[src/rtl/ps2_dev_tx.sv]
// Multi-channel PS/2 device-side transmitter: per-channel byte FIFO feeding an
// 11-bit frame serialiser, all channels paced by one shared bit-clock divider.
module ps2_dev_tx #(
  parameter int CHANNELS  = 2,
  parameter int FIFO_BITS = 3,
  parameter int PS2DIV    = 100
) (
  input  logic                              clk_sys,
  input  logic                              reset_n,
  input  logic [CHANNELS-1:0]               wr,
  input  logic [8*CHANNELS-1:0]             wr_data,
  input  logic [CHANNELS-1:0]               flush,
  input  logic [CHANNELS-1:0]               inhibit,
  output logic [CHANNELS-1:0]               ps2_clk,
  output logic [CHANNELS-1:0]               ps2_data,
  output logic [CHANNELS-1:0]               fifo_full,
  output logic [CHANNELS-1:0]               fifo_empty,
  output logic [(FIFO_BITS+1)*CHANNELS-1:0] fifo_level,
  output logic [CHANNELS-1:0]               overflow,
  output logic [CHANNELS-1:0]               busy
);
  localparam int DEPTH = 2**FIFO_BITS;
  localparam int LVL_W = FIFO_BITS + 1;
  localparam int CNT_W = (PS2DIV < 1) ? 1 : $clog2(PS2DIV + 1);
  localparam logic [CNT_W-1:0] CNT_MAX   = CNT_W'(PS2DIV);
  localparam logic [LVL_W-1:0] LVL_FULL  = LVL_W'(DEPTH);
  localparam logic [3:0]       ST_IDLE   = 4'd0;
  localparam logic [3:0]       ST_LAST   = 4'd8;
  localparam logic [3:0]       ST_PARITY = 4'd9;
  localparam logic [3:0]       ST_STOP   = 4'd10;
  localparam logic [3:0]       ST_DONE   = 4'd11;

  logic [CNT_W-1:0] cnt_q, cnt_d;
  logic             clk_ps2_q, clk_ps2_d;
  logic             clk_ps2_prev_q, clk_ps2_prev_d;
  logic             tick;

  always_comb begin
    cnt_d          = cnt_q + 1'b1;
    clk_ps2_d      = clk_ps2_q;
    clk_ps2_prev_d = clk_ps2_q;
    if (cnt_q == CNT_MAX) begin
      cnt_d     = '0;
      clk_ps2_d = ~clk_ps2_q;
    end
  end

  always_ff @(posedge clk_sys or negedge reset_n) begin
    if (!reset_n) begin
      cnt_q          <= '0;
      clk_ps2_q      <= 1'b0;
      clk_ps2_prev_q <= 1'b0;
    end else begin
      cnt_q          <= cnt_d;
      clk_ps2_q      <= clk_ps2_d;
      clk_ps2_prev_q <= clk_ps2_prev_d;
    end
  end

  // Rising edge of the divided clock: every serialiser advances on this pulse.
  assign tick = clk_ps2_q & ~clk_ps2_prev_q;

  for (genvar i = 0; i < CHANNELS; i++) begin : g_ch
    logic [7:0]           mem_q [DEPTH];
    logic [FIFO_BITS-1:0] wptr_q, wptr_d, rptr_q, rptr_d;
    logic [LVL_W-1:0]     level_q, level_d;
    logic                 ovf_q, ovf_d;
    logic [3:0]           state_q, state_d;
    logic [7:0]           shreg_q, shreg_d;
    logic                 par_q, par_d, data_q, data_d;
    logic                 full, empty, push, pop, start;
    logic                 clk_o, busy_o;
    logic [7:0]           wbyte;

    assign wbyte = wr_data[8*i +: 8];
    assign full  = (level_q == LVL_FULL);
    assign empty = (level_q == '0);
    assign push  = wr[i] & ~full & ~flush[i];
    assign start = ~empty & ~inhibit[i];

    always_ff @(posedge clk_sys or negedge reset_n) begin
      if (!reset_n) state_q <= ST_IDLE;
      else          state_q <= state_d;
    end

    always_comb begin
      state_d = state_q;
      if (flush[i]) begin
        state_d = ST_IDLE;
      end else if (tick) begin
        if (state_q == ST_IDLE)       state_d = start ? 4'd1 : ST_IDLE;
        else if (state_q == ST_DONE)  state_d = ST_IDLE;
        else if (state_q <= ST_STOP)  state_d = inhibit[i] ? ST_IDLE : state_q + 4'd1;
        else                          state_d = ST_IDLE;
      end
    end

    always_comb begin
      clk_o  = clk_ps2_q | (state_q == ST_IDLE) | inhibit[i];
      busy_o = (state_q != ST_IDLE);
    end

    // Serialiser datapath: a host inhibit mid-frame drops back to a released line.
    always_comb begin
      shreg_d = shreg_q;
      par_d   = par_q;
      data_d  = data_q;
      pop     = 1'b0;
      if (flush[i]) begin
        data_d = 1'b1;
      end else if (tick) begin
        if (state_q == ST_IDLE) begin
          if (start) begin
            shreg_d = mem_q[rptr_q];
            par_d   = 1'b1;
            data_d  = 1'b0;
          end
        end else if (state_q == ST_DONE) begin
          pop = 1'b1;
        end else if (inhibit[i] || state_q > ST_STOP) begin
          data_d = 1'b1;
        end else if (state_q <= ST_LAST) begin
          data_d  = shreg_q[0];
          shreg_d = {1'b0, shreg_q[7:1]};
          par_d   = par_q ^ shreg_q[0];
        end else if (state_q == ST_PARITY) begin
          data_d = par_q;
        end else begin
          data_d = 1'b1;
        end
      end
    end

    always_comb begin
      wptr_d  = wptr_q;
      rptr_d  = rptr_q;
      level_d = level_q;
      ovf_d   = ovf_q;
      if (flush[i]) begin
        wptr_d  = '0;
        rptr_d  = '0;
        level_d = '0;
        ovf_d   = 1'b0;
      end else begin
        if (wr[i] && full) ovf_d = 1'b1;
        if (push)          wptr_d = wptr_q + 1'b1;
        if (pop)           rptr_d = rptr_q + 1'b1;
        if (push && !pop)  level_d = level_q + 1'b1;
        if (pop && !push)  level_d = level_q - 1'b1;
      end
    end

    always_ff @(posedge clk_sys or negedge reset_n) begin
      if (!reset_n) begin
        wptr_q  <= '0;
        rptr_q  <= '0;
        level_q <= '0;
        ovf_q   <= 1'b0;
        shreg_q <= '0;
        par_q   <= 1'b0;
        data_q  <= 1'b1;
      end else begin
        wptr_q  <= wptr_d;
        rptr_q  <= rptr_d;
        level_q <= level_d;
        ovf_q   <= ovf_d;
        shreg_q <= shreg_d;
        par_q   <= par_d;
        data_q  <= data_d;
      end
    end

    always_ff @(posedge clk_sys) begin
      if (push) mem_q[wptr_q] <= wbyte;
    end

    assign ps2_clk[i]                   = clk_o;
    assign busy[i]                      = busy_o;
    assign ps2_data[i]                  = data_q;
    assign fifo_full[i]                 = full;
    assign fifo_empty[i]                = empty;
    assign overflow[i]                  = ovf_q;
    assign fifo_level[LVL_W*i +: LVL_W] = level_q;
  end
endmodule

[config.mk]
export PLATFORM = sky130hd
export DESIGN_NAME = ps2_dev_tx
export DESIGN_NICKNAME = d
export VERILOG_FILES = /design/src/rtl/ps2_dev_tx.sv
export SDC_FILE = /design/constraint.sdc
export NUM_CORES = 1
export LEC_CHECK = 0
export CAP_MARGIN = 10
export CORE_ASPECT_RATIO = 1.2
export CORE_MARGIN = 2
export CORE_UTILIZATION = 55
export CTS_CLUSTER_SIZE = 28
export DETAILED_ROUTE_END_ITERATION = 12
export GPL_TIMING_DRIVEN = 1
export PLACE_DENSITY = 0.74
export SLEW_MARGIN = 20
export SYNTH_ARGS = -nofsm -noshare
export SYNTH_HDL_FRONTEND = slang
export SYNTH_SLANG_ARGS = --single-unit
[constraint.sdc]
create_clock -name clk_sys -period 3 [get_ports clk_sys]
set_input_delay 0.6 -clock clk_sys [delete_from_list [all_inputs] [get_ports clk_sys]]
set_output_delay 0.6 -clock clk_sys [all_outputs]
set_load 0.02 [all_outputs]
### Yosys cells after proc, flatten, opt, wreduce, memory -nomap -nowiden

Memory sizes are Yosys's and may differ from the RTL's.
Cells that the tools add are included.

| operators by class | value |
|---|---|
| $add $sub $neg | 11 |
| $lt $le $gt $ge | 6 |
| eq/ne operators | 17 |
| multiplexer cells | 81 |
| bitwise gates (word level) | 23 |
| reduce and logical (&&, ||, !) cells | 34 |

Operator list:

| cell | count |
|---|---|
| $mux W8 | 10 |
| $mux W4 | 18 |
| $mux W1 | 44 |
| $eq A4 B4 Y1 const B | 6 |
| $mux W3 | 8 |
| $reduce_bool A2 Y1 | 10 |
| $add A4 B1 Y4 const B | 4 |
| $le A4 B4 Y1 const B | 4 |
| $logic_not A4 Y1 | 4 |
| $add A3 B1 Y3 const B | 4 |
| $ne A2 B2 Y1 const B | 6 |
| $ne A3 B3 Y1 const B | 4 |
| $reduce_and A6 Y1 | 2 |
| $not A1 Y1 | 10 |
| $gt A4 B4 Y1 const B | 2 |
| $reduce_bool A4 Y1 | 2 |
| $sub A4 B1 Y4 const B | 2 |
| $add A7 B1 Y7 const B | 1 |
| $and A1 B1 Y1 | 7 |
| $eq A7 B7 Y1 const B | 1 |
| $mux W7 | 1 |
| $logic_and A1 B1 Y1 | 6 |
| $reduce_and A3 Y1 | 2 |
| $reduce_bool A3 Y1 | 2 |
| 4 further kinds | 12 |

| storage, ports and cells | value |
|---|---|
| register bits | 59 |
| memory bits (writable) | 128 |
| bits of input ports | 24 |
| output and inout bits | 20 |
| word-level logic and storage cells | 193 |
| memories | 2 |

Memory list:

| name | words | bits a word | read ports | clocked after memory_dff | write ports | RTL line | RTL |
|---|---|---|---|---|---|---|---|
| g_ch[0].mem_q | 8 | 8 | 1 | 0 | 1 | 64 | `logic [7:0] mem_q [DEPTH];` |
| g_ch[1].mem_q | 8 | 8 | 1 | 0 | 1 | 64 |  |

### Depth between registers and ports, before layout

Gate-level depths: netlist (run 1).

| depth | value |
|---|---|
| depth in word-level cells | 10 |
| depth in mapped cells | 11 |
| depth with buffers taken out | 10 |

### Least setup slack after synthesis (run 1)

OpenSTA, ideal clock, no wires.

| timing path | value |
|---|---|
| path type | reg-to-reg |
| start point | reg g_ch[1].level_q[1] |
| end point | reg g_ch[1].level_q[3] |
| library setup time | 90 ps |
| data arrival time | 2576 ps |
| data required time | 2910 ps |
| slack | 333 ps |
| cell stages (with the launch flop) | 10 |
| buffers on the path | 2 |
| clock period less this slack | 2667 ps |
| path through | dfrtp_1 > buf_6 > or4b_4 > buf_6 > a211oi_4 > ha_1 > a31oi_1 > nor3_2 > a221o_1 > o221ai_1 |

| on the way | value |
|---|---|
| cells in the longest elaborated chain, start to end | 8 |
| elaborated cells between the ends (all ways) | 13 |
| classes of those cells | 2 x add/sub; 1 x eq/ne; 3 x mux; 3 x bitwise; 4 x reduce/logical |

Ends and longest elaborated chain:

| element | RTL line | RTL |
|---|---|---|
| from (decl) | 66 | `logic [LVL_W-1:0] level_q, level_d;` |
| from (signal assigned) | 165 | `level_q <= level_d;` |
| $eq A4 B4 Y1 | 76 | `assign full = (level_q == LVL_FULL);` |
| $not A1 Y1 | 78 | `assign push = wr[i] & ~full & ~flush[i];` |
| $and A1 B1 Y1 (2 in a row) | 78 |  |
| $logic_not A1 Y1 | 149 | `if (pop && !push) level_d = level_q - 1'b1;` |
| $logic_and A1 B1 Y1 | 149 |  |
| $mux W4 | 149 |  |
| $mux W4 | 139 | `if (flush[i]) begin` |

Parallel ways exist; a longest one is shown, timed or not. The select of a mux whose other input is x is not followed.
A chain may end at the register's enable or synchronous reset.

### Final worst setup path (run 1)

| timing path | value |
|---|---|
| start point | reg g_ch[0].state_q[1] |
| end point | out ps2_clk[0] |

| on the way | value |
|---|---|
| cells in the longest elaborated chain, start to end | 3 |

Ends and longest elaborated chain:

| element | RTL line | RTL |
|---|---|---|
| from (decl) | 68 | `logic [3:0] state_q, state_d;` |
| from (signal assigned) | 83 | `else state_q <= state_d;` |
| $logic_not A4 Y1 | 99 | `clk_o = clk_ps2_q \| (state_q == ST_IDLE) \| inhibit[i];` |
| $or A1 B1 Y1 (2 in a row) | 99 |  |
| to (decl) | 14 | `output logic [CHANNELS-1:0] ps2_clk,` |

No other way between the ends.

==> results of run 1 <==
==> per-layer routing <==
metal  vias to the layer above  wire, um  GRT usage
met4                         0       254     0.0852
met2                       135      9520      0.393
met3                        20       727     0.0402
met5                         -         0          0
li1                       2389         -          -
met1                      2634      6670      0.258
==> how the worst min path moves through the flow <==
stage	slack [ps]	to
2_1_floorplan	300	clk_ps2_prev_d
3_3_place_gp	470	cnt_q[6]
4_1_cts	210	g_ch[1].shreg_q[4]
3_5_place_dp	490	cnt_q[6]
5_1_grt	230	g_ch[1].shreg_q[2]
6_report	200	g_ch[1].shreg_q[4]
==> registers in the layout, summed over array words and instances (netlist names) <==
| signal | cells |
|---|---|
| clk_ps2_prev_d | 1 |
| clk_ps2_prev_q | 1 |
| cnt_q | 7 |
| g_ch.data_q | 2 |
| g_ch.level_q | 8 |
| g_ch.mem_q | 128 |
| g_ch.ovf_q | 2 |
| g_ch.par_q | 2 |
| g_ch.rptr_q | 6 |
| g_ch.shreg_q | 16 |
| g_ch.state_q | 8 |
| g_ch.wptr_q | 6 |
==> placed cells by master, fill, tap and decap left out, drive strengths merged, types with 5 or more instances in the layout <==
cell,n
o22ai,14
xnor2,9
clkdlybuf4s50,42
nor2,75
nor3,17
clkinv,5
ha,18
nand3b,6
a211oi,5
or3,7
nand2,20
o211ai,7
mux2,16
mux4,32
buf,36
a21oi,14
inv,22
xor2,16
o21ai,17
a31oi,7
edfxtp,128
clkbuf,18
nand3,14
dfrtp,57
==> cell type report <==
| cell class | count | area share |
|---|---|---|
| Multi-Input combinational cell | 359 | 0.305 |
| Sequential cell | 187 | 0.536 |
| Inverter | 16 | 0.00704 |
| Clock buffer | 18 | 0.0442 |
| Timing Repair Buffer | 78 | 0.0692 |
| Clock inverter | 14 | 0.0128 |
| Tap cell | 208 | 0.0262 |
==> stage by stage <==
stage               total power, mW  cell area, um2  worst slack [ps]
global placement               3.12            9350               116
global route                   5.37            9950             -1.88
floorplan                      3.01            8680               333
CTS                            5.25            9920              12.6
finish                         5.21            9950              54.7
detailed placement             3.13            9350              69.1
==> logic make-up after synthesis <==
group                    share of synthesized area
AO/OA/AOI/OAI                               0.0661
XOR/XNOR                                    0.0306
adder cells (fa/ha/maj)                     0.0260
buffers and inverters                       0.0382
flip-flops                                   0.613
multiplexers                                 0.115
AND/OR/NAND/NOR                              0.110
==> power by group <==
| part | internal (mW) | switching, mW | total [mW] |
|---|---|---|---|
| Combinational | 0.110 | 0.138 | 0.248 |
| Clock | 1.12 | 1.02 | 2.14 |
| Sequential | 2.80 | 0.0267 | 2.82 |
| Total | 4.03 | 1.18 | 5.21 |
==> what timing repair did <==
action                                  4_1_cts  5_1_grt
cloned                                        0        0
endpoints found under the setup margin        1        3
resized for setup                             1        4
setup buffers                                 0        2
==> results by group, run 1 <==
Logic synthesis
  – Cells after synthesis: 605
  – Ys async rst share: 0.316
  – #FFs+latches synth: 187
  – Yosys cell types: 71
  – Number of synthesized flops with an enable pin: 128
  – Synth cell count leaders: edfxtp_1 (128), nor2_1 (74), dfrtp_1 (57), mux4_2 (32), nand2_1 (19)
  – Synth warn: 0
  – Largest area contributor in the netlist: edfxtp_1
  – Syn nets: 647
  – Sequential area share after synthesis: 0.613
  – Top FF cell, synth: edfxtp_1
  – Top post-synthesis cells by area: edfxtp_1 (44%), dfrtp_1 (16%), mux4_2 (8.3%), nor2_1 (3.2%), mux2_4 (2.8%)
  – Synth top area share: 0.443
  – Mapped cell area: 8680 um2
  – Count leader, synth: edfxtp_1
  – Mapped Avg Cell Area: 14.3 um2

Drt
  – Routed WL: 17200 um
  – Via count: 5178
  – Pre-Repair DR Iteration Count: 5
  – DRC viols: 0
  – Via density: 5.88
  – Routed WL per cell: 19.5 um
  – Antenna viol nets, final: 0
  – 1st-iter DRT viols: 391

Setup path
  – Setup crit end kind: primary output
  – Cells along the critical path: inv_1, ha_1, nor3b_4, or3_1, clkdlybuf4s50_1
  – RR Endpoint: g_ch[0].level_q[3]
  – Critical-path maximum fanout: 9
  – Crit path to: ps2_clk[0]
  – Crit-path slowest cell: clkdlybuf4s50_1
  – Arrival time at the worst endpoint: 2350 ps
  – Critical R2R Launch: g_ch[0].level_q[1]
  – Critical Path Source Type: flip-flop
  – R2r setup slk: 350 ps
  – Critical Path Start: g_ch[0].state_q[1]
  – Crit path kind: reg2out
  – Max stage delay on crit path: 540 ps
  – Reg2reg path depth: 9
  – CP Depth: 5
  – Crit path max-delay family: buffers and inverters
  – Buffers and inverters on the worst path: 2
  – Worst Path Required: 2400 ps

Floorplan
  – Die ar.: 16800 um2
  – Die Wd: 119 um
  – Die height: 142 um
  – CORE AREA: 15500 um2
  – Num rows: 50
  – # IOs: 44
  – Initial Util: 0.559

Timing
  – Hold slack: 199 ps
  – Final-report hold violation count: 0
  – Min cycle time layout: 2950 ps
  – Fin Setup TNS: 0 ps
  – Clock skew: 9.33 ps
  – Peak Freq: 340 MHz
  – Slew @ Worst Pin: 812 ps
  – Max-slew violations: 0
  – Setup-failing EPs final: 0
  – Fin crit share: 0.982
  – Worst slew margin: 0.459

Placement
  – I/O Buffers: 43
  – Placed cell count: 846
  – DP HPWL: 11800 um
  – GPL Wtd Cong: 0.829

Pwr
  – Peak supply drop: 0.500 mV
  – Cell area power density: 524 nW/um2
  – LEAKAGE: 3.65 nW

Hold path
  – Worst hold path class: in2async

Global route
  – GRT Util Overall: 0.218
  – Largest net degree at the start of global routing: 28
  – First-pass GRT wire length: 28100 um
  – Initial antenna violation count: 0
  – Grt total ovfl: 0
  – Vias in the first global route: 5448

Layout
  – # fillers: 1130
  – Post-route insts no fill: 880
  – P&R area growth vs syn: 14.6%
  – Register Area: 5330 um2
  – Nets: 701
  – Antenna Cells: 0
  – Area of the multi-input gates: 3030 um2
  – Core Util, Final: 0.641
  – Ratio of cells with drive above 1 in the final layout: 0.217

Clock network
  – CTS sink count: 187
  – TritonCTS Buffers: 17
  – Clock Latency Late Sink: 440 ps
  – CTS root buf: clkbuf_16
  – Hold Buf Count CTS: 0
  – Maximum clock path buffer count: 2
  – CTS tree: yes
  – Worst-path clk slew: 80 ps
  – CTS H-Tree Depth: 4

Status
  – Outcome: complete, no violations

Flow run
  – Max Cap Viol: 0
(Power assumes the default switching activity.)
==> run 2, diff against run 1 <==
--- a/config.mk
+++ b/config.mk
@@ -11,7 +11,7 @@
 export CORE_UTILIZATION = 55
 export CTS_CLUSTER_SIZE = 28
 export DETAILED_ROUTE_END_ITERATION = 12
-export GPL_TIMING_DRIVEN = 1
+export GPL_TIMING_DRIVEN = 0
 export PLACE_DENSITY = 0.74
 export SLEW_MARGIN = 20
 export SYNTH_ARGS = -nofsm -noshare
==> run 2 against run 1 <==
Combinational power grew 5%. Sequential cell count is the same. Die area is the same. Core utilization grew 1.0 points. Via count grew 1.5%. First-iteration DRC count shrank 12%. Cell area grew 1.6%. Sequential share of layout area shrank 0.84 points. Critical endpoint is now fifo_full[0]. Largest cell class unchanged. Largest power group unchanged.
==> results by group, run 2 (synthesis gave the netlist of run 1 again) <==
Global route
  – First-pass GRT wire length: 28100 um
  – GRT Util Overall: 0.216
  – Vias in the first global route: 5535
  – Grt total ovfl: 0
  – Initial antenna violation count: 0
  – Largest net degree at the start of global routing: 56

Layout
  – Commonest cells after routing, fill and taps aside: edfxtp_1 (128), nor2_1 (74), dfrtp_1 (52)
  – Antenna Cells: 0
  – Top flop regs: g_ch.mem_q: 128 flops, g_ch.shreg_q: 16 flops
  – Commonest non-fill, non-tap cell in the layout: edfxtp_1
  – Ratio of cells with drive above 1 in the final layout: 0.228
  – Nets: 718
  – Register Area: 5330 um2
  – Max FFs per register: 128
  – Post-route insts no fill: 897
  – # fillers: 1156
  – Area of the multi-input gates: 3060 um2
  – P&R area growth vs syn: 16.5%
  – Largest Register: g_ch.mem_q

Pwr
  – Sequential Power Share: 0.524
  – Internal power: 4.25 mW
  – Peak supply drop: 0.590 mV
  – Sw Pwr: 1.14 mW
  – PnR Total Power: 5.39 mW
  – Power share of the clock group: 0.428
  – Switch share: 0.212
  – Cell area power density: 533 nW/um2
  – LEAKAGE: 3.71 nW
  – Comb power frac: 0.048

Clock network
  – CTS H-Tree Depth: 4
  – Clock Latency Late Sink: 430 ps
  – TritonCTS Buffers: 17
  – CTS tree: yes
  – Maximum clock path buffer count: 2
  – CTS sink count: 187
  – CTS root buf: clkbuf_16
  – Worst-path clk slew: 70 ps

Setup path
  – Arrival time at the worst endpoint: 2330 ps
  – Setup crit end kind: primary output
  – Critical Path Source Type: flip-flop
  – Crit path kind: reg2out
  – Critical-path maximum fanout: 8
  – Reg2reg path depth: 11
  – Worst Path Required: 2400 ps

Placement
  – GPL Wtd Cong: 0.835
  – DP HPWL: 12000 um
  – Pre-CTS WS: -324 ps
  – Placed cell count: 856
  – I/O Buffers: 42

Timing
  – Min cycle time layout: 2930 ps
  – Worst slew margin: 0.444
  – Peak Freq: 341 MHz
  – Setup-failing EPs final: 0
  – RSZ-0062 raised after global routing: false
  – Final-report hold violation count: 0
  – Fin crit share: 0.977
  – Slew @ Worst Pin: 830 ps
  – Clock skew: 11.9 ps
  – Max-slew violations: 0
  – PnR worst setup slack: 68.3 ps

Hold path
  – Worst hold path class: in2async

Drt
  – Via density: 5.86
  – Antenna viol nets, final: 0
  – Routed WL per cell: 19.0 um
  – 1st-iter DRT viols: 345
  – DRC viols: 0
  – Via count: 5254
  – Pre-Repair DR Iteration Count: 5
  – Routed WL: 17000 um

Status
  – Outcome: complete, no violations

Floorplan
  – Die Wd: 119 um
  – # IOs: 44
  – CORE AREA: 15500 um2
  – Num rows: 50
  – Initial Util: 0.559
  – Die ar.: 16800 um2
  – Die height: 142 um

Flow run
  – Max Cap Viol: 0
[run 2: cell count changes in the layout (fill, tap and decap cells not counted), sizes merged]
cell / change
bufinv: +3
dlygate4sd2: +3
clkdlybuf4s50: -4
inv: -4
clkinvlp: +2
clkbuf: +17
clkinv: -1
dlygate4sd3: +1
[run 2: power by group through the flow]
stage / registers [mW] / clock network (mW) / logic [mW]
final: 2.82 / 2.31 / 0.260
after global routing: 2.83 / 2.45 / 0.288
after CTS: 2.82 / 2.35 / 0.263
after detailed placement: 2.88 / 0 / 0.261
after global placement: 2.87 / 0 / 0.244
after floorplan: 2.88 / 0 / 0.128
[run 2: metrics by stage]
step | setup TNS [ps] | area (um2) | hold slack (ps) | utilization
after floorplan | 0 | 8680 | 304 | -
after global placement | -40450 | 9360 | 473 | 0.603
after detailed placement | -1230 | 9410 | 418 | 0.607
after CTS | 0 | 10000 | 494 | 0.647
after global routing | 0 | 10100 | 517 | 0.652
final | 0 | 10100 | 505 | 0.652
[run 2: area by class of cell]
cell class                      instances  area share
Timing Repair Buffer                   52      0.0506
Multi-Input combinational cell        359       0.302
Tap cell                              208      0.0257
Buffer                                 43      0.0261
Clock inverter                         14      0.0186
Clock buffer                           18      0.0425
Inverter                               16     0.00693
Sequential cell                       187       0.527
[run 2: per-layer routing]
metal / share of wire / vias up / track usage
met4: 0.016 / 0 / 0.0846
met5: 0 / - / 0
met3: 0.035 / 22 / 0.0402
met1: 0.40 / 2681 / 0.255
li1: - / 2432 / -
met2: 0.55 / 119 / 0.390
[run 2: worst paths after layout]
path	startpoint	end	slack, ps
worst max-delay path	g_ch[0].level_q[1]	fifo_full[0]	70
max in group asynchronous	reset_n	g_ch[0].data_q	1950
worst max register to register	g_ch[0].state_q[1]	g_ch[0].level_q[3]	200
worst min-delay path	reset_n	g_ch[1].shreg_q[4]	510
min in group clk_sys	cnt_q[6]	cnt_q[6]	510
worst min register to register	cnt_q[6]	cnt_q[6]	510
[run 2: worst max-delay path, cell delays in order, from the launching register on]
cell and delay (ps):
dfrtp_2 470, or4b_4 610, clkinv_4 110, buf_4 110, clkdlybuf4s50_1 590
[run 2: timing repair]
item / in CTS / in global routing
hold endpoints to repair: 4 / 0
resized for setup: 9 / 3
hold buffers: 1 / 0
endpoints found under the setup margin: 3 / 4
setup buffers: 0 / 8
